===== src/rtl/fp_add_pipe_if.sv =====
// Operand/result handshake bundle for fp_add_pipe.
// master = producer/consumer side, slave = the adder.
interface fp_add_pipe_if #(
  parameter int EXP_W = 8,
  parameter int MAN_W = 23
);
  localparam int W = 1 + EXP_W + MAN_W;

  logic         in_valid;
  logic         in_ready;
  logic         op;
  logic [W-1:0] a;
  logic [W-1:0] b;
  logic         out_valid;
  logic         out_ready;
  logic [W-1:0] y;
  logic [3:0]   flags;

  modport master (
    output in_valid, op, a, b, out_ready,
    input  in_ready, out_valid, y, flags
  );

  modport slave (
    input  in_valid, op, a, b, out_ready,
    output in_ready, out_valid, y, flags
  );
endinterface


===== src/rtl/fp_add_pipe.sv =====
// Pipelined FP add/sub: align, add, normalise, round/pack.
// Subnormals flush to zero; RNE rounding; one op per cycle.
module fp_add_pipe #(
  parameter int EXP_W = 8,
  parameter int MAN_W = 23
) (
  input logic          clk,
  input logic          reset,
  fp_add_pipe_if.slave bus
);
  localparam int W  = 1 + EXP_W + MAN_W;
  localparam int SW = MAN_W + 4;
  localparam int FW = EXP_W + MAN_W;
  localparam logic [EXP_W-1:0] EMAX = '1;

  typedef struct packed {
    logic             v;
    logic             spec;
    logic [W-1:0]     spec_y;
    logic             inv;
    logic             zsign;
    logic             sign;
    logic             sub;
    logic [EXP_W-1:0] exp;
    logic [SW-1:0]    ml;
    logic [SW-1:0]    ms;
  } s1_t;

  typedef struct packed {
    logic             v;
    logic             spec;
    logic [W-1:0]     spec_y;
    logic             inv;
    logic             zsign;
    logic             sign;
    logic [EXP_W-1:0] exp;
    logic [SW:0]      sum;
  } s2_t;

  typedef struct packed {
    logic           v;
    logic           spec;
    logic [W-1:0]   spec_y;
    logic           inv;
    logic           zsign;
    logic           sign;
    logic           zero;
    logic           uf;
    logic [EXP_W:0] e;
    logic [SW-1:0]  m;
  } s3_t;

  s1_t s1, s1_n;
  s2_t s2, s2_n;
  s3_t s3, s3_n;

  logic         ov_q;
  logic [W-1:0] y_q;
  logic [3:0]   f_q;
  logic         adv;

  assign adv           = !ov_q || bus.out_ready;
  assign bus.in_ready  = adv;
  assign bus.out_valid = ov_q;
  assign bus.y         = y_q;
  assign bus.flags     = f_q;

  function automatic int lzc(input logic [SW-1:0] v);
    int n;
    n = SW;
    for (int i = 0; i < SW; i++)
      if (v[i]) n = SW - 1 - i;
    return n;
  endfunction

  logic             sa, sb, sl, ss;
  logic [EXP_W-1:0] ea, eb, el, es, d;
  logic [MAN_W-1:0] fa, fb;
  logic             za, zb, infa, infb, nana, nanb;
  logic [MAN_W:0]   ma, mb, mlg, msm;
  logic [FW-1:0]    ka, kb;
  logic [2*SW-1:0]  wide;
  logic [SW-1:0]    sm;

  always_comb begin
    s1_n = '0;
    sa   = bus.a[W-1];
    sb   = bus.b[W-1] ^ bus.op;
    ea   = bus.a[W-2:MAN_W];
    eb   = bus.b[W-2:MAN_W];
    fa   = bus.a[MAN_W-1:0];
    fb   = bus.b[MAN_W-1:0];
    za   = ea == '0;
    zb   = eb == '0;
    infa = (ea == EMAX) && (fa == '0);
    infb = (eb == EMAX) && (fb == '0);
    nana = (ea == EMAX) && (fa != '0);
    nanb = (eb == EMAX) && (fb != '0);
    ma   = za ? '0 : {1'b1, fa};
    mb   = zb ? '0 : {1'b1, fb};
    ka   = za ? '0 : bus.a[W-2:0];
    kb   = zb ? '0 : bus.b[W-2:0];
    if (kb > ka) begin
      sl = sb; el = eb; mlg = mb;
      ss = sa; es = ea; msm = ma;
    end else begin
      sl = sa; el = ea; mlg = ma;
      ss = sb; es = eb; msm = mb;
    end
    d    = el - es;
    wide = {msm, {(SW+3){1'b0}}} >> d;
    // far-shifted operand survives only as sticky
    if (int'(d) >= SW - 1)
      sm = {{(SW-1){1'b0}}, |msm};
    else
      sm = wide[2*SW-1:SW]
         | {{(SW-1){1'b0}}, |wide[SW-1:0]};
    s1_n.v     = bus.in_valid;
    s1_n.inv   = nana || nanb
              || (infa && infb && (sa != sb));
    s1_n.spec  = nana || nanb || infa || infb;
    if (s1_n.inv)
      s1_n.spec_y = {1'b0, EMAX, 1'b1,
                     {(MAN_W-1){1'b0}}};
    else if (infa)
      s1_n.spec_y = {sa, EMAX, {MAN_W{1'b0}}};
    else
      s1_n.spec_y = {sb, EMAX, {MAN_W{1'b0}}};
    s1_n.zsign = sa && sb;
    s1_n.sign  = sl;
    s1_n.sub   = sl ^ ss;
    s1_n.exp   = el;
    s1_n.ml    = {mlg, 3'b000};
    s1_n.ms    = sm;
  end

  always_comb begin
    s2_n        = '0;
    s2_n.v      = s1.v;
    s2_n.spec   = s1.spec;
    s2_n.spec_y = s1.spec_y;
    s2_n.inv    = s1.inv;
    s2_n.zsign  = s1.zsign;
    s2_n.sign   = s1.sign;
    s2_n.exp    = s1.exp;
    if (s1.sub)
      s2_n.sum = {1'b0, s1.ml} - {1'b0, s1.ms};
    else
      s2_n.sum = {1'b0, s1.ml} + {1'b0, s1.ms};
  end

  int            lz, en;
  logic [SW-1:0] mn;

  always_comb begin
    s3_n = '0;
    lz   = lzc(s2.sum[SW-1:0]);
    if (s2.sum[SW]) begin
      mn = {s2.sum[SW:2], |s2.sum[1:0]};
      en = int'(s2.exp) + 1;
    end else begin
      mn = s2.sum[SW-1:0] << lz;
      en = int'(s2.exp) - lz;
    end
    s3_n.v      = s2.v;
    s3_n.spec   = s2.spec;
    s3_n.spec_y = s2.spec_y;
    s3_n.inv    = s2.inv;
    s3_n.zsign  = s2.zsign;
    s3_n.sign   = s2.sign;
    s3_n.zero   = s2.sum == '0;
    s3_n.uf     = en <= 0;
    s3_n.e      = (en <= 0) ? '0 : en[EXP_W:0];
    s3_n.m      = mn;
  end

  logic             inc, inx, ovf;
  logic [MAN_W+1:0] mant;
  logic [EXP_W:0]   er;
  logic [MAN_W-1:0] frac;
  logic [W-1:0]     y_n;
  logic [3:0]       f_n;

  always_comb begin
    inc  = s3.m[2] && (s3.m[1] || s3.m[0] || s3.m[3]);
    inx  = s3.m[2] || s3.m[1] || s3.m[0];
    mant = {1'b0, s3.m[SW-1:3]}
         + {{(MAN_W+1){1'b0}}, inc};
    er   = s3.e + {{EXP_W{1'b0}}, mant[MAN_W+1]};
    frac = mant[MAN_W+1] ? mant[MAN_W:1]
                         : mant[MAN_W-1:0];
    ovf  = er >= {1'b0, EMAX};
    y_n  = '0;
    f_n  = '0;
    if (s3.spec) begin
      y_n = s3.spec_y;
      f_n = {s3.inv, 3'b000};
    end else if (s3.zero) begin
      y_n = {s3.zsign, {FW{1'b0}}};
    end else if (s3.uf) begin
      y_n = {s3.sign, {FW{1'b0}}};
      f_n = 4'b0011;
    end else if (ovf) begin
      y_n = {s3.sign, EMAX, {MAN_W{1'b0}}};
      f_n = 4'b0101;
    end else begin
      y_n = {s3.sign, er[EXP_W-1:0], frac};
      f_n = {3'b000, inx};
    end
  end

  always_ff @(posedge clk or posedge reset) begin
    if (reset) begin
      s1   <= '0;
      s2   <= '0;
      s3   <= '0;
      ov_q <= 1'b0;
      y_q  <= '0;
      f_q  <= '0;
    end else if (adv) begin
      s1   <= s1_n;
      s2   <= s2_n;
      s3   <= s3_n;
      ov_q <= s3.v;
      y_q  <= y_n;
      f_q  <= f_n;
    end
  end
endmodule


===== src/flat_wrapper.sv =====
// flat-port wrapper written by rule: the top's interface ports become plain ports
module fp_add_pipe_flat 
#(
  parameter int EXP_W = 8,
  parameter int MAN_W = 23
)
  (clk, reset, bus_in_valid, bus_op, bus_a, bus_b, bus_out_ready, bus_in_ready, bus_out_valid, bus_y, bus_flags);
  fp_add_pipe_if #(.EXP_W(EXP_W), .MAN_W(MAN_W)) bus_i ();
  input logic clk;
  input logic reset;
  input wire logic [$bits(bus_i.in_valid)-1:0] bus_in_valid;
  input wire logic [$bits(bus_i.op)-1:0] bus_op;
  input wire logic [$bits(bus_i.a)-1:0] bus_a;
  input wire logic [$bits(bus_i.b)-1:0] bus_b;
  input wire logic [$bits(bus_i.out_ready)-1:0] bus_out_ready;
  output wire logic [$bits(bus_i.in_ready)-1:0] bus_in_ready;
  output wire logic [$bits(bus_i.out_valid)-1:0] bus_out_valid;
  output wire logic [$bits(bus_i.y)-1:0] bus_y;
  output wire logic [$bits(bus_i.flags)-1:0] bus_flags;
  assign bus_i.in_valid = bus_in_valid;
  assign bus_i.op = bus_op;
  assign bus_i.a = bus_a;
  assign bus_i.b = bus_b;
  assign bus_i.out_ready = bus_out_ready;
  assign bus_in_ready = bus_i.in_ready;
  assign bus_out_valid = bus_i.out_valid;
  assign bus_y = bus_i.y;
  assign bus_flags = bus_i.flags;
  fp_add_pipe #(.EXP_W(EXP_W), .MAN_W(MAN_W)) u_core (.clk(clk), .reset(reset), .bus(bus_i));
endmodule

===== config.mk =====
export PLATFORM = sky130hd
export DESIGN_NAME = fp_add_pipe_flat
export DESIGN_NICKNAME = d
export VERILOG_FILES = /design/src/rtl/fp_add_pipe_if.sv /design/src/rtl/fp_add_pipe.sv /design/src/flat_wrapper.sv
export SDC_FILE = /design/constraint.sdc
export NUM_CORES = 1
export LEC_CHECK = 0
export CAP_MARGIN = 20
export CORE_UTILIZATION = 45
export CTS_BUF_LIST = sky130_fd_sc_hd__clkbuf_4
export DETAILED_ROUTE_END_ITERATION = 8
export PLACE_DENSITY = 0.59
export SETUP_SLACK_MARGIN = 0.15
export SKIP_CTS_REPAIR_TIMING = 1
export SYNTH_ARGS = -nofsm -noshare
export SYNTH_HDL_FRONTEND = slang
export SYNTH_SLANG_ARGS = --single-unit
export TNS_END_PERCENT = 10

===== constraint.sdc =====
create_clock -name clk -period 6.34 [get_ports clk]
set_input_delay 0.634 -clock clk [delete_from_list [all_inputs] [get_ports clk]]
set_output_delay 0.634 -clock clk [all_outputs]
set_load 0.02 [all_outputs]

# Yosys cells after proc, flatten, opt, wreduce, memory -nomap -nowiden
# Cells that the tools add are included.
# word_totals
ff_bits	282
in_bits	69
out_inout_bits	38
word_cells	131
# op_classes
addsub	7
order_cmp	4
eq_ne	3
shift	2
muxes	53
bitwise	3
n_reduce_logical	28
# ops
operator	count
$mux W32	5
$mux W31	4
$mux W24	4
$mux W5	16
$mux W27	2
$shr A54 B8 Y54	1
$logic_not A23 Y1	2
$reduce_bool A23 Y1	2
$mux W4	11
$le A32 B1 Y1 const B	1
$gt A31 B31 Y1	1
$add A27 B27 Y28	1
$logic_not A28 Y1	1
$mux W28	1
$sub A27 B27 Y28	1
$or A27 B1 Y27	1
$reduce_or A27 Y1	1
$shl A27 B5 Y27	1
$add A24 B1 Y25	1
$reduce_or A24 Y1	1
$mux W23	1
$eq A8 B8 Y1 const B	2
$logic_not A8 Y1	2
$mux W8	2
16 further kinds	35

# Logic depth before layout (Yosys ltp)
# logic_depth
word_depth	31
ltp_mapped	34
mapped_depth_nobuf	25

# Least setup slack after synthesis
# OpenSTA, ideal clock, no wires.
# synth_timing
path_type	input -> register
start	input port bus_a[28]
end	register u_core.s1[0] (netlist bit)
setup_time_ps	132
t_arrival_ps	6942
required_ps	6208
setup_slack_ps	-734
stages	30
path_buffers	11
cell_sequence	clkbuf_1 > nor4_1 > nand2_1 > clkbuf_1 > clkbuf_1 > clkbuf_1 > nand2_1 > ha_1 > a211oi_1 > nor2_1 > o31ai_1 > o211ai_1 > o211ai_4 > buf_2 > buf_2 > buf_2 > buf_1 > a22oi_1 > ha_1 > clkbuf_1 > buf_1 > clkbuf_1 > mux4_2 > mux2_2 > o211ai_1 > nand3_1 > o31ai_1 > o21ai_1 > o31ai_1 > a31oi_1
# synth_between
elab_chain_cells	9
elab_cells_between_ends	14
cone_classes	add/sub (1); order compare (2); shift (1); mux (6); bitwise (1); reduce/logical (3)
# synth_rtl
element	line	source
start: declaration	flat_wrapper.sv:13	input wire logic [$bits(bus_i.a)-1:0] bus_a;
$logic_not A8 Y1	fp_add_pipe.sv:93	za = ea == '0;
$mux W31	fp_add_pipe.sv:101	ka = za ? '0 : bus.a[W-2:0];
$gt A31 B31 Y1	fp_add_pipe.sv:103	if (kb > ka) begin
$mux W8	fp_add_pipe.sv:103	
$sub A8 B8 Y8	fp_add_pipe.sv:110	d = el - es;
$shr A54 B8 Y54	fp_add_pipe.sv:111	wide = {msm, {(SW+3){1'b0}}} >> d;
$reduce_or A27 Y1	fp_add_pipe.sv:117	| {{(SW-1){1'b0}}, |wide[SW-1:0]};
$or A27 B1 Y27	fp_add_pipe.sv:117	
$mux W27 (*)	fp_add_pipe.sv:113	if (int'(d) >= SW - 1)
end signal: assignment	fp_add_pipe.sv:221	s1 <= s1_n;
end: declaration	fp_add_pipe.sv:53	s1_t s1, s1_n;
# Every way passes the cells marked *; elsewhere a longest branch is shown, timed or not.
# A chain may end at the register's enable or synchronous reset.

# Final worst setup path
# layout_timing
start	input port bus_b[30]
end	register u_core.s1[0] (netlist bit)
# layout_between
elab_chain_cells	9
elab_cells_between_ends	14
cone_classes	add/sub (1); order compare (2); shift (1); mux (6); bitwise (1); reduce/logical (3)
# layout_rtl
element	line	source
start: declaration	flat_wrapper.sv:14	input wire logic [$bits(bus_i.b)-1:0] bus_b;
$logic_not A8 Y1	fp_add_pipe.sv:94	zb = eb == '0;
$mux W31	fp_add_pipe.sv:102	kb = zb ? '0 : bus.b[W-2:0];
$gt A31 B31 Y1	fp_add_pipe.sv:103	
$mux W8	fp_add_pipe.sv:103	
$sub A8 B8 Y8	fp_add_pipe.sv:110	
$shr A54 B8 Y54	fp_add_pipe.sv:111	
$reduce_or A27 Y1	fp_add_pipe.sv:117	
$or A27 B1 Y27	fp_add_pipe.sv:117	
$mux W27 (*)	fp_add_pipe.sv:113	
# Marks and branches as above.

==> qor_table.md <==
| Parameter | Reported |
|---|---|
| Max transition margin | 30.63% |
| Count of maximum capacitance violations | 0 |
| Clock H-tree levels | 4 |
| Max FO, Critical Path | 19 |
| Buffer type at the clock tree root | sky130_fd_sc_hd__clkbuf_4 |
| Final Max Tran Viols | 0 |
| Arrival time worst endpoint | 6.15 ns |
| Family of cells with the greatest summed delay on the critical path | compound AO/OA/AOI/OAI gates |
| Die width | 196.7 um |
| Layout net count | 2,540 |
| Average wire per standard cell | 21.73 um |
| Post-synth net total | 2,438 |
| Clock tree from TritonCTS | done |
| Deepest clock path buffer count | 2 |
| Overall die area | 38,700 um^2 |
| Netlist Area Pre-Place | 17,060 um^2 |
| Peak Freq | 176.9 MHz |
| Cell variety after synth | 87 |
| Maximum number of pins on one net before global-route repair | 220 |
| Static Leak | 8.464 nW |
| Vias per std cell | 6.048 |
| Wire length of the first global-routing pass | 97.86 mm |
| Startpoint Class | primary input |
| Initial Util | 46.16% |
| Number of ports placed on the die boundary | 107 |
| DRC violation total after the first TritonRoute iteration | 1,432 |
| I/O Buffers | 106 |
| Met3 Resource Use GR | 3.080% |
| Total routed wirelength | 62.93 mm |
| Fin crit period | 5.654 ns |
| Clk sink count | 192 |
| Transition time of the tightest slew-check pin | 1.034 ns |
| Cell with the largest stage delay on the worst path | sky130_fd_sc_hd__clkdlybuf4s50_1 |
| Overall fraction of global-route tracks in use | 32.73% |
| Utilization of the core after routing | 53.22% |
| Critical Path Most Common Cell | sky130_fd_sc_hd__nand3_1 |
| Final total negative setup slack | 0 ns |
| Global routing usage on met2 | 54.37% |
| Asr flop ratio synth | 100.0% |
| Total congestion overflow | 0 |
| Number of synthesized register bits | 192 |
| Fraction of layout cells with a size suffix above 1 | 10.04% |
| Number of endpoints failing setup at the final stage | 0 |
| CTS buffer count | 17 |
| CORE AREA | 36,960 um^2 |
| P_int | 0.003832 W |
| Largest vdd supply drop | 172.8 uV |
| Power density over cell area | 399.4 nW/um^2 |
| Number of remaining DRC errors | 0 |
| Number of antenna violations at the first check in global routing | 1 |
| Syn_area_per_cell | 7.496 um^2 |
| Part of the Yosys area used for sequential elements | 28.16% |
| First-pass iteration count of the detailed router | 6 |
| Total buffers and inverters traversed by the critical path | 5 |
| Area overhead of the layout relative to synthesis | 15.30% |
| Post-synth top flop | sky130_fd_sc_hd__dfrtp_1 |
| Peak-usage layer in the global routing report | met2 |
| Antenna viol nets, final | 0 |
| Worst endpoint required time | 6.84 ns |
| Net switching power of the design | 0.004024 W |
| Synthesis Warnings | 0 |
| Part of the power in registers | 29.5% |
| Clk network pwr share | 9.4% |
| Met1 usage | 42.92% |
| Clock edge transition at the registers on the reported setup and hold paths | 0.19 ns |
| Post-Syn Instances | 2,276 |
| Count of vias placed by the detailed router | 17,510 |
| Worst-Skew Late Latency | 0.63 ns |
| Period Utilization, post-route | 89.18% |
| Post-detailed-placement half-perimeter wirelength | 48.70 mm |
| Setup repair after global routing missed its margin | no |
| Gp weighted congestion | 0.9761 |
| Proportion of power drawn by combinational gates | 61.1% |
| Fraction of power spent switching nets | 51.22% |
| Endpoints failing hold | 0 |
| FP Rows | 70 |
| Class of the tightest hold or removal check | in -> async |
| Critical path endpoint category | register |
| Clock skew after layout | 0.03123 ns |
| Number of flops mapped to enable cells by yosys | 0 |
| Via count of the first global-routing pass | 16,840 |
| Die extent in y | 196.7 um |
| Setup Crit Path Kind | in -> reg |
| Max incr delay on CP | 0.44 ns |
| Run status | completed |
[through the flow]
step | hold slack (ns) | power [W] | area (um^2) | cells | worst slack, ns
6_report | 0.2991 | 0.007856 | 19670 | 2896 | 0.6859
5_1_grt | 0.2617 | 0.008423 | 19670 | 2896 | 0.3383
3_5_place_dp | 0.4541 | 0.007060 | 19330 | 2862 | 0.07847
2_1_floorplan | 0.4300 | 0.005348 | 17210 | 2276 | 0.1750
3_3_place_gp | 0.4454 | 0.007006 | 19330 | 2862 | 0.07990
4_1_cts | 0.4750 | 0.007806 | 19640 | 2894 | 0.7184
[cells in the mapped netlist, types with 11 or more instances]
cell type,instances,share of area [%]
sky130_fd_sc_hd__nor4_1,21,0.77
sky130_fd_sc_hd__o22ai_1,22,0.81
sky130_fd_sc_hd__nand3_1,82,2.4
sky130_fd_sc_hd__nand2_1,383,8.4
sky130_fd_sc_hd__a31oi_1,27,0.99
sky130_fd_sc_hd__ha_1,91,6.7
sky130_fd_sc_hd__o31ai_1,26,1.1
sky130_fd_sc_hd__o21ai_0,176,5.2
sky130_fd_sc_hd__a311o_1,13,0.76
sky130_fd_sc_hd__mux2_2,12,0.79
sky130_fd_sc_hd__nand2b_1,21,0.77
sky130_fd_sc_hd__nand4_1,20,0.73
sky130_fd_sc_hd__buf_1,11,0.24
sky130_fd_sc_hd__xnor2_1,43,2.2
sky130_fd_sc_hd__and3_1,31,1.1
sky130_fd_sc_hd__a2111oi_0,14,0.72
sky130_fd_sc_hd__inv_1,89,2.0
sky130_fd_sc_hd__nor2_1,224,4.9
sky130_fd_sc_hd__a21o_1,21,0.92
sky130_fd_sc_hd__mux2i_1,58,3.4
sky130_fd_sc_hd__and2_1,35,1.3
sky130_fd_sc_hd__xor2_1,26,1.3
sky130_fd_sc_hd__clkbuf_1,130,2.9
sky130_fd_sc_hd__dfrtp_1,192,28
sky130_fd_sc_hd__a21oi_1,164,4.8
sky130_fd_sc_hd__a211oi_1,27,1.2
sky130_fd_sc_hd__nor3_1,47,1.4
sky130_fd_sc_hd__o211ai_1,31,1.4
sky130_fd_sc_hd__buf_2,19,0.56
sky130_fd_sc_hd__a311oi_1,12,0.62
sky130_fd_sc_hd__nor2b_1,17,0.62
[final timing paths]
check	startpoint	to	slack [ns]	depth (start not counted)
hold / removal	reset	u_core.s2[10]	0.30	2
setup / recovery	bus_b[30]	u_core.s1[0]	0.69	28
hold reg to reg	u_core.s3[63]	u_core.s3[63]	0.48	2
setup reg to reg	u_core.s2[6]	u_core.s3[7]	1.35	15
min in group clk	u_core.s3[63]	u_core.s3[63]	0.48	2
max in group asynchronous	reset	u_core.s3[63]	5.11	3
[power by group through the flow]
stage          Combinational (W)  Sequential [W]  Clock, W
6_report                 0.00480         0.00232  0.000739
5_1_grt                  0.00526         0.00237  0.000800
4_1_cts                  0.00475         0.00230  0.000758
3_5_place_dp             0.00473         0.00233         0
3_3_place_gp             0.00470         0.00231         0
2_1_floorplan            0.00323         0.00212         0
[worst reg2reg max path, stage by stage, from the launching register on]
cell,delay [ns]
sky130_fd_sc_hd__dfrtp_1,0.54
sky130_fd_sc_hd__inv_1,0.18
sky130_fd_sc_hd__o311ai_0,0.20
sky130_fd_sc_hd__a211oi_1,0.49
sky130_fd_sc_hd__o31ai_1,0.14
sky130_fd_sc_hd__a211oi_1,0.25
sky130_fd_sc_hd__o31ai_1,0.13
sky130_fd_sc_hd__a21boi_2,0.24
sky130_fd_sc_hd__buf_4,0.37
sky130_fd_sc_hd__nor2_1,0.14
sky130_fd_sc_hd__a31oi_4,0.52
sky130_fd_sc_hd__nor2_1,0.09
sky130_fd_sc_hd__a311oi_1,0.85
sky130_fd_sc_hd__a21oi_1,0.39
sky130_fd_sc_hd__nand2b_1,0.26
sky130_fd_sc_hd__a21oi_1,0.13
[routing by layer]
metal / vias to the layer above / wire length, um
met2: 634 / 29410
met1: 8356 / 27510
met3: 154 / 2914
li1: 8370 / -
met4: 0 / 3089
met5: - / 0
[layout by cell type, fill, tap and decap left out, types with 14 or more instances in the layout]
cell type / count
sky130_fd_sc_hd__o211ai_1: 31
sky130_fd_sc_hd__o21ai_0: 175
sky130_fd_sc_hd__clkbuf_4: 17
sky130_fd_sc_hd__a21o_1: 21
sky130_fd_sc_hd__a21oi_1: 164
sky130_fd_sc_hd__mux2i_1: 58
sky130_fd_sc_hd__xnor2_1: 41
sky130_fd_sc_hd__clkdlybuf4s50_1: 106
sky130_fd_sc_hd__a31oi_1: 27
sky130_fd_sc_hd__o22ai_1: 22
sky130_fd_sc_hd__nor2_1: 223
sky130_fd_sc_hd__nor4_1: 17
sky130_fd_sc_hd__o31ai_1: 26
sky130_fd_sc_hd__nand3_1: 82
sky130_fd_sc_hd__nand2_1: 382
sky130_fd_sc_hd__nor3_1: 47
sky130_fd_sc_hd__inv_1: 87
sky130_fd_sc_hd__dfrtp_1: 192
sky130_fd_sc_hd__nand2b_1: 21
sky130_fd_sc_hd__a211oi_1: 27
sky130_fd_sc_hd__xor2_1: 25
sky130_fd_sc_hd__nor2b_1: 16
sky130_fd_sc_hd__a2111oi_0: 14
sky130_fd_sc_hd__and3_1: 31
sky130_fd_sc_hd__buf_4: 134
sky130_fd_sc_hd__ha_1: 90
sky130_fd_sc_hd__nand4_1: 20
sky130_fd_sc_hd__and2_1: 35
[cell type report]
type,instances,area [um^2]
Sequential cell,192,4805
Timing Repair Buffer,249,2255
Antenna cell,1,2.502
Tap cell,504,630.6
Clock inverter,15,182.7
Multi-Input combinational cell,1827,11320
Fill cell,3682,17290
Inverter,91,351.6
Clock buffer,17,127.6
[cell families (layout without fill, tap and decap cells)]
| logic type | count (synthesis) | after routing | synth area share, % |
|---|---|---|---|
| simple gates | 918 | 918 | 24.11 |
| compound gates | 661 | 661 | 25.41 |
| buf+inv | 257 | 372 | 5.933 |
| flops | 192 | 192 | 28.16 |
| fa+ha+maj | 97 | 97 | 7.143 |
| mux | 80 | 80 | 5.515 |
| xor+xnor | 71 | 71 | 3.733 |
| other cells | 0 | 1 | 0 |
[sequential cells by signal, summed over array words and instances, names as in the netlist]
| signal | flops |
|---|---|
| u_core.bus.y | 32 |
| u_core.bus.out_valid | 1 |
| u_core.s2 | 43 |
| u_core.s3 | 45 |
| u_core.s1 | 67 |
| u_core.bus.flags | 4 |
No activity file was read; power rests on OpenSTA's default activity.
